==> src/rtl/gray_pkg.sv <==
// Shared Gray/binary helpers for the async FIFO pointer crossings.
// Functions work on a 32-bit container; callers pass the live width and truncate.
package gray_pkg;

  localparam int GRAY_PTR_W = 4;
  localparam int GRAY_MAX_W = 32;

  function automatic logic [GRAY_MAX_W-1:0] width_mask(input int w);
    logic [GRAY_MAX_W-1:0] m;
    if (w >= GRAY_MAX_W) begin
      m = '1;
    end else begin
      m = (32'd1 << w) - 32'd1;
    end
    return m;
  endfunction

  // Each binary bit is the XOR of its Gray bit and every Gray bit above it.
  function automatic logic [GRAY_MAX_W-1:0] gray2bin(input logic [GRAY_MAX_W-1:0] g,
                                                     input int w);
    logic [GRAY_MAX_W-1:0] gm;
    logic [GRAY_MAX_W-1:0] b;
    gm = g & width_mask(w);
    b  = '0;
    for (int i = 0; i < GRAY_MAX_W; i++) begin
      b[i] = ^(gm >> i);
    end
    return b;
  endfunction

  function automatic logic [GRAY_MAX_W-1:0] bin2gray(input logic [GRAY_MAX_W-1:0] b,
                                                     input int w);
    logic [GRAY_MAX_W-1:0] bm;
    bm = b & width_mask(w);
    return bm ^ (bm >> 1);
  endfunction

endpackage

==> src/rtl/gray_sync.sv <==
// Multi-flop synchroniser for a Gray-coded bus; plain register chain, nothing between stages.
// Shared by the read- and write-side pointer receivers.
module gray_sync #(
  parameter int W      = 4,
  parameter int STAGES = 2
) (
  input  logic         i_clk,
  input  logic         i_rst_n,
  input  logic [W-1:0] i_d,
  output logic [W-1:0] o_q
);

  logic [W-1:0] r_sync [STAGES];

  always_ff @(posedge i_clk) begin
    if (!i_rst_n) begin
      for (int i = 0; i < STAGES; i++) begin
        r_sync[i] <= '0;
      end
    end else begin
      r_sync[0] <= i_d;
      for (int i = 1; i < STAGES; i++) begin
        r_sync[i] <= r_sync[i-1];
      end
    end
  end

  assign o_q = r_sync[STAGES-1];

endmodule

==> src/rtl/gray_ptr_receiver.sv <==
// Receives a remote Gray pointer, resynchronises and decodes it, and reports
// per-sample advance, occupancy against the local pointer, and oversize jumps.
module gray_ptr_receiver
  import gray_pkg::*;
#(
  parameter int W           = GRAY_PTR_W,
  parameter int SYNC_STAGES = 2,
  parameter int MAX_STEP    = 8
) (
  input  logic         clk,
  input  logic         rst_n,
  input  logic [W-1:0] gray_in,
  input  logic [W-1:0] local_bin,
  input  logic         err_clr,
  output logic [W-1:0] bin_out,
  output logic [W-1:0] step,
  output logic         changed,
  output logic [W-1:0] occupancy,
  output logic         err,
  output logic         err_sticky
);

  localparam logic [31:0] LP_MAX_STEP = MAX_STEP[31:0];

  logic [W-1:0] w_gs;
  logic [W-1:0] w_nb;
  logic [W-1:0] w_step;
  logic [W-1:0] w_occ;
  logic         w_changed;
  logic         w_err;
  logic         w_sticky;

  logic [W-1:0] r_bin;
  logic [W-1:0] r_step;
  logic         r_changed;
  logic [W-1:0] r_occ;
  logic         r_err;
  logic         r_sticky;

  gray_sync #(
    .W      (W),
    .STAGES (SYNC_STAGES)
  ) u_sync (
    .i_clk   (clk),
    .i_rst_n (rst_n),
    .i_d     (gray_in),
    .o_q     (w_gs)
  );

  // Subtractions wrap at W bits, so 15 -> 0 reads as a single step.
  always_comb begin
    w_nb      = W'(gray2bin(32'(w_gs), W));
    w_step    = w_nb - r_bin;
    w_changed = (w_nb != r_bin);
    w_occ     = w_nb - local_bin;
    w_err     = (32'(w_step) > LP_MAX_STEP);
    w_sticky  = w_err | r_err | (r_sticky & ~err_clr);
  end

  always_ff @(posedge clk) begin
    if (!rst_n) begin
      r_bin     <= '0;
      r_step    <= '0;
      r_changed <= 1'b0;
      r_occ     <= '0;
      r_err     <= 1'b0;
      r_sticky  <= 1'b0;
    end else begin
      r_bin     <= w_nb;
      r_step    <= w_step;
      r_changed <= w_changed;
      r_occ     <= w_occ;
      r_err     <= w_err;
      r_sticky  <= w_sticky;
    end
  end

  assign bin_out    = r_bin;
  assign step       = r_step;
  assign changed    = r_changed;
  assign occupancy  = r_occ;
  assign err        = r_err;
  assign err_sticky = r_sticky;

endmodule
==> config.mk <==
export PLATFORM = sky130hd
export DESIGN_NAME = gray_ptr_receiver
export DESIGN_NICKNAME = d
export VERILOG_FILES = /design/src/rtl/gray_pkg.sv /design/src/rtl/gray_sync.sv /design/src/rtl/gray_ptr_receiver.sv
export SDC_FILE = /design/constraint.sdc
export NUM_CORES = 1
export LEC_CHECK = 0
export ABC_AREA = 1
export BUFFER_PORTS_ARGS = -buffer_cell sky130_fd_sc_hd__clkbuf_2
export CORE_UTILIZATION = 40
export DETAILED_ROUTE_END_ITERATION = 7
export PLACE_DENSITY = 0.64
export SLEW_MARGIN = 25
export SYNTH_ARGS = -nofsm -noshare
export SYNTH_HDL_FRONTEND = slang
export SYNTH_SLANG_ARGS = --single-unit
==> constraint.sdc <==
create_clock -name clk -period 4.1 [get_ports clk]
set_input_delay 0.41 -clock clk [delete_from_list [all_inputs] [get_ports clk]]
set_output_delay 0.41 -clock clk [all_outputs]
set_load 0.05 [all_outputs]
## After elaboration in Yosys (flattened, before gate mapping)

Memory sizes are Yosys's and may differ from the RTL's.
Cells that the tools add are included.

| word-level totals | value |
|---|---|
| bits in registers | 15 |
| bits in latches | 0 |
| memory bits (writable) | 8 |
| bits in read-only memories | 0 |
| bits of input ports | 11 |
| output and inout bits | 15 |
| memories kept | 1 |

| cells by class | value |
|---|---|
| add/subtract/negate cells | 2 |
| $mul | 0 |
| divide/modulo/power cells | 0 |
| magnitude comparators | 1 |
| equal/unequal tests | 1 |
| shift-type cells | 0 |
| multiplexer cells | 4 |
| bitwise gates (word level) | 6 |
| reductions and logical operators | 4 |

Memories:

| name | depth | width | rd ports | clocked after Yosys merged registers in | wr ports | RTL line | source |
|---|---|---|---|---|---|---|---|
| u_sync.r_sync | 2 | 4 | 2 | 0 | 2 | gray_sync.sv:13 | `logic [W-1:0] r_sync [STAGES];` |

Operators by type and width:

| kind | number |
|---|---|
| $reduce_xor A32 Y1 | 4 |
| $mux W4 | 2 |
| $sub A4 B4 Y4 | 2 |
| $gt A4 B4 Y1 const B | 1 |
| $ne A4 B4 Y1 | 1 |
| $or A1 B1 Y1 | 4 |
| $mux W1 | 2 |
| $and A1 B1 Y1 | 1 |
| $not A1 Y1 | 1 |

## Logic depth before layout (Yosys ltp)

Gate-level depths: netlist of the first run.

| logic depth | value |
|---|---|
| depth in word-level cells | 5 |
| gate-level depth with buffers | 10 |
| mapped depth without buffers | 10 |

## Hierarchy

From an unflattened synthesis of the first run, not the netlist that was laid out.

| second synthesis, totals | value |
|---|---|
| cells, all modules | 112 |
| area, all modules | 954.7 um2 |

Modules (own cells, without submodules):

| module | instances | cells each | area each (um2) |
|---|---|---|---|
| gray_ptr_receiver | 1 | 83 | 699.4 |
| gray_sync | 1 | 29 | 255.2 |

## Worst setup path after synthesis of the first run

Ideal clock, no wire load.

| timing path | value |
|---|---|
| path type | register -> register |
| start point | mem u_sync.r_sync[1][3] (netlist: u_sync.r_sync[0][7]) |
| end point | reg r_sticky (netlist: err_sticky) |
| setup time | 0.117 ns |
| data arrival time | 1.700 ns |
| data required time | 3.983 ns |
| setup slack | 2.283 ns |
| stages on the path, launching flop included | 9 |
| path buffers | 0 |
| cells stage by stage | dfxtp_1 -> xnor2_2 -> xnor2_1 -> ha_1 -> fa_1 -> xor2_1 -> nand3_1 -> nand3_1 -> nand2_1 |

RTL lines:

| what | RTL line | source |
|---|---|---|
| from (decl) | gray_sync.sv:13 |  |
| to (signal assigned) | gray_ptr_receiver.sv:74 | `r_sticky <= w_sticky;` |
| to (decl) | gray_ptr_receiver.sv:38 | `logic r_sticky;` |

==> impl_metrics.toml, run 1 <==
[run_status]
status = "finished clean"

[clocking]
clk_pin_slew_ps = 120
cts_max_path_buffers = 2
cts_tree = "built"
cts_sinks = 23
root_buffer = "clkbuf_4"
cts_hold_buf = 0
cts_resized = 0
numCtsBuffers = 3
clock_latency_ps = 300
htree_levels = 1
cts_setup_buffers = 0

[global_routing]
track_usage = 0.130
grt_pass1_vias = 632
gr-total-overflow = 0
grt_pass1_wl_um = 2330
grt_max_degree = 16
antenna_found_initial = 0

[setup_path]
reg2reg_depth = 10
cp.arrival_ps = 2170
critPathMaxFanout = 5
setup.worst_path.start_class = "register"
required_ps = 4310
path_class = "reg2reg"
cp_cell_sequence = "xnor2_2 -> xor2_1 -> inv_1 -> ha_1 -> nand3_1 -> nand2_1 -> nand2_1 -> nand2_1 -> nand3_1 -> nand2_1"
slowest_stage = "dfxtp_1"
slowest_delay_ps = 460
endpoint_kind = "register"
critPathMostFrequentCell = "nand2_1"

[sta]
fin_tns_setup_ps = 0
setup_viol = 0
fmax_mhz = 509
finalCriticalPeriod_ps = 1960
slew_headroom = 0.781
post-route-period-util = 0.479
hold_viol = 0
tightest_slew_ps = 328
finalMaxSlewViolations = 0
skew_ps = 3.39
rsz0062_at_grt = "no"

[floorplan]
ios = 26
dieArea_sq_um = 2470
core_sq_um = 2040
fp-row-count = 16
initial_core_util = 0.445
die_h_um = 49.7
die_w_um = 49.7

[placed_design]
dp_hpwl_um = 1150
io_buffers = 25
dpl.cell_count = 155
place.gp.congestion = 0.810

[hold_path]
hold_path_depth = 3
min_path_type = "in2reg"

[synthesis]
syn_inst = 104
yosys.cell_types.count = 15
syn-num-nets = 123
yosysSeqAreaShare = 0.506
syn_area_sq_um = 910
yosys_warnings = 0
ys_seq_elements = 23
syn_area_per_cell_sq_um = 8.75

[final_layout]
num_antenna_cells = 0
fin_util = 0.534
area_growth_pct = 19.9
final_nets = 152
final_cell_mix = "clkbuf_2, inv_1, dfxtp_1, nand2_1, nor2_1"
fillCellCount = 209
instances_no_fill = 159
drive_gt1_frac = 0.220
layout_commonest_cell = "clkbuf_2"

[route]
postRouteAntennaNets = 0
via_per_inst = 4.32
drc_errors = 0
drt_iter0_markers = 1
num_vias = 687
firstDrtPassIters = 2
drt-wirelength-per-cell_um = 8.91
drt-total-wl_um = 1420

[power]
leakage_nw = 0.636
power_density_nw_per_um2 = 480
vdd_drop_max_mv = 0.228

[flow_run]
cap_viol_max_count = 0
==> cells in the mapped netlist (all sizes together) <==
cell type | count | share of area
dfxtp | 23 | 0.51
fa | 2 | 0.044
xnor2 | 4 | 0.047
o21ai | 1 | 0.0055
ha | 6 | 0.083
nor2 | 10 | 0.041
inv | 24 | 0.099
a21oi | 3 | 0.017
clkbuf | 1 | 0.0041
nand3 | 6 | 0.033
nand2 | 19 | 0.078
a41oi | 1 | 0.0096
clkinv | 1 | 0.0041
xor2 | 3 | 0.029
==> flip-flops by register name (all words and copies together), names as in the netlist <==
signal and count:
u_sync.r_sync 8, bin_out 4, occupancy 4, err 1, err_sticky 1, step 4
changed 1
==> cell type report <==
type	count	area, sq um	share of cell area
inverter	25	93.8	0.0860
clock buffer	4	26.3	0.0241
timing repair buffer	25	125	0.115
multi-input combinational	55	352	0.322
sequential	23	460	0.422
tap	27	33.8	0.0310
==> critical path: cells and delay by family, from the launching register on <==
kind	cells	cell delay (ps)
XOR/XNOR	2	510
AND/OR/NAND/NOR	6	420
buffers and inverters	1	170
flip-flops	1	460
adder cells (fa/ha/maj)	1	320
==> per-stage QoR <==
| step | setup WS, ps | total power [mW] | hold slack (ps) | cell area (sq um) |
|---|---|---|---|---|
| after floorplan | 2280 | 0.394 | 390 | 910 |
| after global placement | 2190 | 0.428 | 394 | 1060 |
| after detailed placement | 2140 | 0.432 | 400 | 1060 |
| after CTS | 2110 | 0.533 | 269 | 1090 |
| after global routing | 1890 | 0.554 | 274 | 1090 |
| final | 2140 | 0.524 | 282 | 1090 |
==> cell families after synthesis <==
family	count (synthesis)	share of synthesized area
xor+xnor	7	0.0757
fa+ha+maj	8	0.127
flops	23	0.506
simple gates	35	0.153
compound gates	5	0.0316
buf+inv	26	0.107
==> power by group <==
group	internal (mW)	switching, mW	leakage, nW
Sequential	0.248	0.00890	0.191
Clock	0.0379	0.0618	0.0150
Combinational	0.0461	0.122	0.430
Total	0.332	0.192	0.636
==> path summary, 6_finish.rpt <==
kind / slack (ps) / from / endpoint
worst max-delay path: 2140 / u_sync.r_sync[0][7] / err_sticky
worst min-delay path: 280 / gray_in[3] / u_sync.r_sync[0][3]
worst max register to register: 2140 / u_sync.r_sync[0][7] / err_sticky
worst min register to register: 420 / u_sync.r_sync[0][2] / u_sync.r_sync[0][6]
==> layer usage <==
layer	global-route usage	wire, um
met3	0.0370	46
met2	0.264	801
met4	0.0714	12
met5	0	0
met1	0.107	555
Note: power is estimated with default switching activity, not from simulation.
==> run 2, diff against run 1 <==
==> constraint.sdc (replaced) <==
create_clock -name clk -period 1.9 [get_ports clk]
set_input_delay 0.19 -clock clk [delete_from_list [all_inputs] [get_ports clk]]
set_output_delay 0.19 -clock clk [all_outputs]
set_load 0.05 [all_outputs]
==> run 2 against run 1 <==
  * Die area unchanged
  * Via count increased by 2.6%
  * Core utilization increased by 3.7 points
  * Non-clock buffer count increased by 5
  * Design area increased by 6.9%
  * Cell count increased by 3.1%
  * Combinational power increased by 130%
  * Flip-flop and latch count unchanged
  * Worst hold slack got worse by 220 ps
  * Clock power increased by 120%
  * Clock-buffer cell count unchanged
==> impl_metrics.toml, run 2 (synthesis results as in run 1) <==
[route]
firstDrtPassIters = 4
drt-total-wl_um = 1430
via_per_inst = 4.30
num_vias = 705
drt-wirelength-per-cell_um = 8.74
drt_iter0_markers = 4
drc_errors = 0
postRouteAntennaNets = 0

[floorplan]
core_sq_um = 2040
die_h_um = 49.7
dieArea_sq_um = 2470
ios = 26
fp-row-count = 16
initial_core_util = 0.445
die_w_um = 49.7

[global_routing]
grt_max_degree = 16
antenna_found_initial = 0
gr-total-overflow = 0
track_usage = 0.115
grt_pass1_vias = 563
grt_pass1_wl_um = 2140

[clocking]
clk_pin_slew_ps = 120
cts_max_path_buffers = 2
root_buffer = "clkbuf_4"
htree_levels = 1
numCtsBuffers = 3
cts_tree = "built"
clock_latency_ps = 300
cts_sinks = 23

[run_status]
status = "finished clean"

[hold_path]
min_path_type = "in2reg"

[setup_path]
critPathMaxFanout = 4
setup.worst_path.start_class = "register"
endpoint_kind = "register"
cp.arrival_ps = 2000
required_ps = 2100
path_class = "reg2reg"

[flow_run]
cap_viol_max_count = 0

[final_layout]
num_antenna_cells = 0
area_growth_pct = 28.2
final_cell_mix = "clkbuf_2, inv_1, dfxtp_1, nand2_1, nor2_1"
drive_gt1_frac = 0.285
largest-register = "u_sync.r_sync"
final_nets = 157
layout_commonest_cell = "clkbuf_2"
largest_reg_flops = 8

[sta]
setup_viol = 0
skew_ps = 4.69
fin_tns_setup_ps = 0
setup_ws_ps = 108
finalCriticalPeriod_ps = 1790
holdWs_ps = 63.1
slew_headroom = 0.813
hold_viol = 0
fmax_mhz = 558
finalMaxSlewViolations = 0
tightest_slew_ps = 282
post-route-period-util = 0.943

[power]
power_density_nw_per_um2 = 997
vdd_drop_max_mv = 0.545
leakage_nw = 0.668

[placed_design]
dp_hpwl_um = 1100
place.gp.congestion = 0.801
pre_cts_slack_ps = 52.3
io_buffers = 25
## run 2: per-stage QoR
stage / std cells / instance area, sq um / total power, mW / utilization
floorplan: 104 / 910 / 0.850 / -
global placement: 158 / 1090 / 0.934 / 0.532
detailed placement: 158 / 1090 / 0.939 / 0.532
CTS: 162 / 1110 / 1.16 / 0.545
global route: 164 / 1170 / 1.23 / 0.571
finish: 164 / 1170 / 1.16 / 0.571
## run 2: report_power, final
group          total [mW]  internal (mW)  switching, mW
sequential          0.556          0.535         0.0208
combinational       0.389          0.120          0.270
clock               0.218         0.0817          0.136
total                1.16          0.736          0.427
## run 2: area by class of cell
class	count	area [sq um]
inverters	25	93.8
clock buffers	4	26.3
fillers	191	876
repair buffers	30	163
multi-input cells	55	388
well taps	27	33.8
flip-flops and latches	23	462
## run 2: per-layer routing
layer / vias up / part of all wire / GRT usage
met4: 0 / 0.0070 / 0.0429
met5: - / 0 / 0
met3: 2 / 0.038 / 0.0370
met1: 317 / 0.42 / 0.115
met2: 14 / 0.54 / 0.216
li1: 372 / - / -
## run 2: path summary, 6_finish.rpt
kind | startpoint | end | slack (ps) | cells after the start
max | u_sync.r_sync[0][7] | occupancy[2] | 110 | 8
min | gray_in[1] | u_sync.r_sync[0][1] | 60 | 3
max reg2reg | u_sync.r_sync[0][7] | occupancy[2] | 110 | 8
min reg2reg | u_sync.r_sync[0][3] | u_sync.r_sync[0][7] | 420 | 2
## run 2: worst max-delay path: stages, from the launching register on
cell	delay, ps
dfxtp_2	370
xnor2_4	240
xnor2_2	150
buf_4	140
ha_1	150
inv_1	60
fa_1	380
xnor2_1	160
nor2_1	50
## run 2: timing repair
action,in CTS,in global routing
endpoints found under the setup margin,0,4
endpoints found under the hold margin,0,0
gates resized for setup,0,6
hold buffers,0,0
setup buffers,0,2
==> run 3, diff against run 2 <==
--- a/config.mk
+++ b/config.mk
@@ -7,9 +7,11 @@
 export LEC_CHECK = 0
 export ABC_AREA = 1
 export BUFFER_PORTS_ARGS = -buffer_cell sky130_fd_sc_hd__clkbuf_2
-export CORE_UTILIZATION = 40
+export CELL_PAD_IN_SITES_DETAIL_PLACEMENT = 0
+export CELL_PAD_IN_SITES_GLOBAL_PLACEMENT = 1
+export CORE_UTILIZATION = 36
 export DETAILED_ROUTE_END_ITERATION = 7
-export PLACE_DENSITY = 0.64
+export PLACE_DENSITY = 0.76
 export SLEW_MARGIN = 25
 export SYNTH_ARGS = -nofsm -noshare
 export SYNTH_HDL_FRONTEND = slang
==> run 3 against run 2 <==
  * Power fell by 0.25%
  * Maximum frequency rose by 1.3%
  * Critical path type unchanged
  * Register-to-register slack improved by 20 ps
  * Clock-buffer cell count did not move
  * Non-clock buffer count did not move
  * Routed wire length rose by 0.49%
  * Clock skew fell by 2.7 ps
  * Core utilization fell by 7.7 points
  * Global-route usage rose by 1.3 points
  * Critical path depth rose by 3
==> impl_metrics.toml, run 3 (synthesis results as in run 1) <==
[run_status]
status = "finished clean"

[power]
vdd_drop_max_mv = 0.436
pwr-share-clk = 0.194
leakage_nw = 0.657
p_comb_frac = 0.329
switching_share = 0.371
internal-power_mw = 0.730
netSwitchingPower_mw = 0.430
power_frac_seq = 0.477
power_density_nw_per_um2 = 1020

[clocking]
clock_latency_ps = 300
cts_tree = "built"
clk_pin_slew_ps = 130
cts_sinks = 23
cts_hold_buf = 0
numCtsBuffers = 3
htree_levels = 1
cts_max_path_buffers = 2
root_buffer = "clkbuf_4"

[hold_path]
min_path_type = "in2reg"
hold_path_depth = 3
min_from = "gray_in[2]"
min_to = "u_sync.r_sync[0][2]"

[setup_path]
required_ps = 2110
reg2reg_depth = 11
setup.worst_path.start_class = "register"
endpoint_kind = "register"
path_class = "reg2reg"
r2r_start = "u_sync.r_sync[0][6]"
timing.reg2reg.setup_slack_ps = 130
cp.arrival_ps = 1980
critPathMaxFanout = 4
r2r-end = "err_sticky"

[floorplan]
initial_core_util = 0.396
ios = 26
dieArea_sq_um = 2730
fp-row-count = 17
die_h_um = 52.3
core_sq_um = 2300
die_w_um = 52.3

[flow_run]
cap_viol_max_count = 0

[route]
via_per_inst = 4.13
drc_errors = 0
firstDrtPassIters = 4
drt-wirelength-per-cell_um = 8.73
num_vias = 681
drt_iter0_markers = 8
postRouteAntennaNets = 0
drt-total-wl_um = 1440

[final_layout]
largest-register = "u_sync.r_sync"
final_cell_mix = "clkbuf_2, inv_1, dfxtp_1, nand2_1, nor2_1"
fin_util = 0.495
area_growth_pct = 24.9
largest_reg_flops = 8
layout_commonest_cell = "clkbuf_2"
final_nets = 157
drive_gt1_frac = 0.263
num_antenna_cells = 0
multi_input_area_sq_um = 358
fillCellCount = 230
regArea_sq_um = 460

[placed_design]
dp_hpwl_um = 1120
place.gp.congestion = 0.763
io_buffers = 25

[sta]
setup_viol = 0
slew_headroom = 0.804
finalMaxSlewViolations = 0
fin_tns_setup_ps = 0
tightest_slew_ps = 294
skew_ps = 2.00
post-route-period-util = 0.931
finalCriticalPeriod_ps = 1770
fmax_mhz = 565
hold_viol = 0
rsz0062_at_grt = "no"

[global_routing]
grt_max_degree = 16
track_usage = 0.128
grt_pass1_vias = 644
antenna_found_initial = 0
grt_pass1_wl_um = 2550
gr-total-overflow = 0
[run 3: per-layer routing]
layer	share of wire	global-route usage
met1	0.47	0.138
met2	0.46	0.231
met3	0.063	0.0290
met4	0	0.0658
met5	0	0
[run 3: area by class of cell]
type / instances / area share
sequential: 23 / 0.405
multi-input combinational: 55 / 0.315
inverter: 25 / 0.0826
tap: 28 / 0.0308
timing repair buffer: 30 / 0.143
clock buffer: 4 / 0.0231
[run 3: through the flow]
stage	hold WS [ps]	power [mW]	instance area (sq um)	setup slack [ps]	std cells
floorplan	288	0.850	910	83.2	104
global placement	370	0.936	1090	70.6	159
detailed placement	376	0.941	1090	32.2	159
CTS	49.8	1.17	1120	29.2	164
global route	49.3	1.23	1140	10.9	165
finish	57.2	1.16	1140	131	165
[run 3: power by group through the flow]
stage	registers, mW	clock network, mW	logic (mW)
global route	0.560	0.255	0.418
detailed placement	0.565	0	0.376
CTS	0.554	0.235	0.380
floorplan	0.723	0	0.127
finish	0.553	0.225	0.382
global placement	0.564	0	0.372
[run 3: worst max-delay path: stages (launching register included)]
cell     delay [ps]
dfxtp_1         340
xnor2_2         220
buf_4           150
buf_4           100
inv_1            50
ha_1            340
a21oi_2         160
nand2_1          60
nand2_1          50
nand2_1          60
nand3_1          80
nand2_1          60
[run 3: how the worst max path moves through the flow]
stage | startpoint | cells after the start | endpoint | slack (ps)
2_1_floorplan | u_sync.r_sync[0][7] | 8 | err_sticky | 80
3_3_place_gp | u_sync.r_sync[0][6] | 8 | err_sticky | 70
3_5_place_dp | u_sync.r_sync[0][6] | 8 | err_sticky | 30
4_1_cts | u_sync.r_sync[0][7] | 8 | err_sticky | 30
5_1_grt | u_sync.r_sync[0][6] | 8 | err_sticky | 10
6_report | u_sync.r_sync[0][6] | 11 | err_sticky | 130
[run 3: timing repair]
action	CTS	global route
gates resized for setup	0	2
pin swaps	1	3
cloned	0	0
setup endpoints to repair	1	2
buffers inserted	1	1
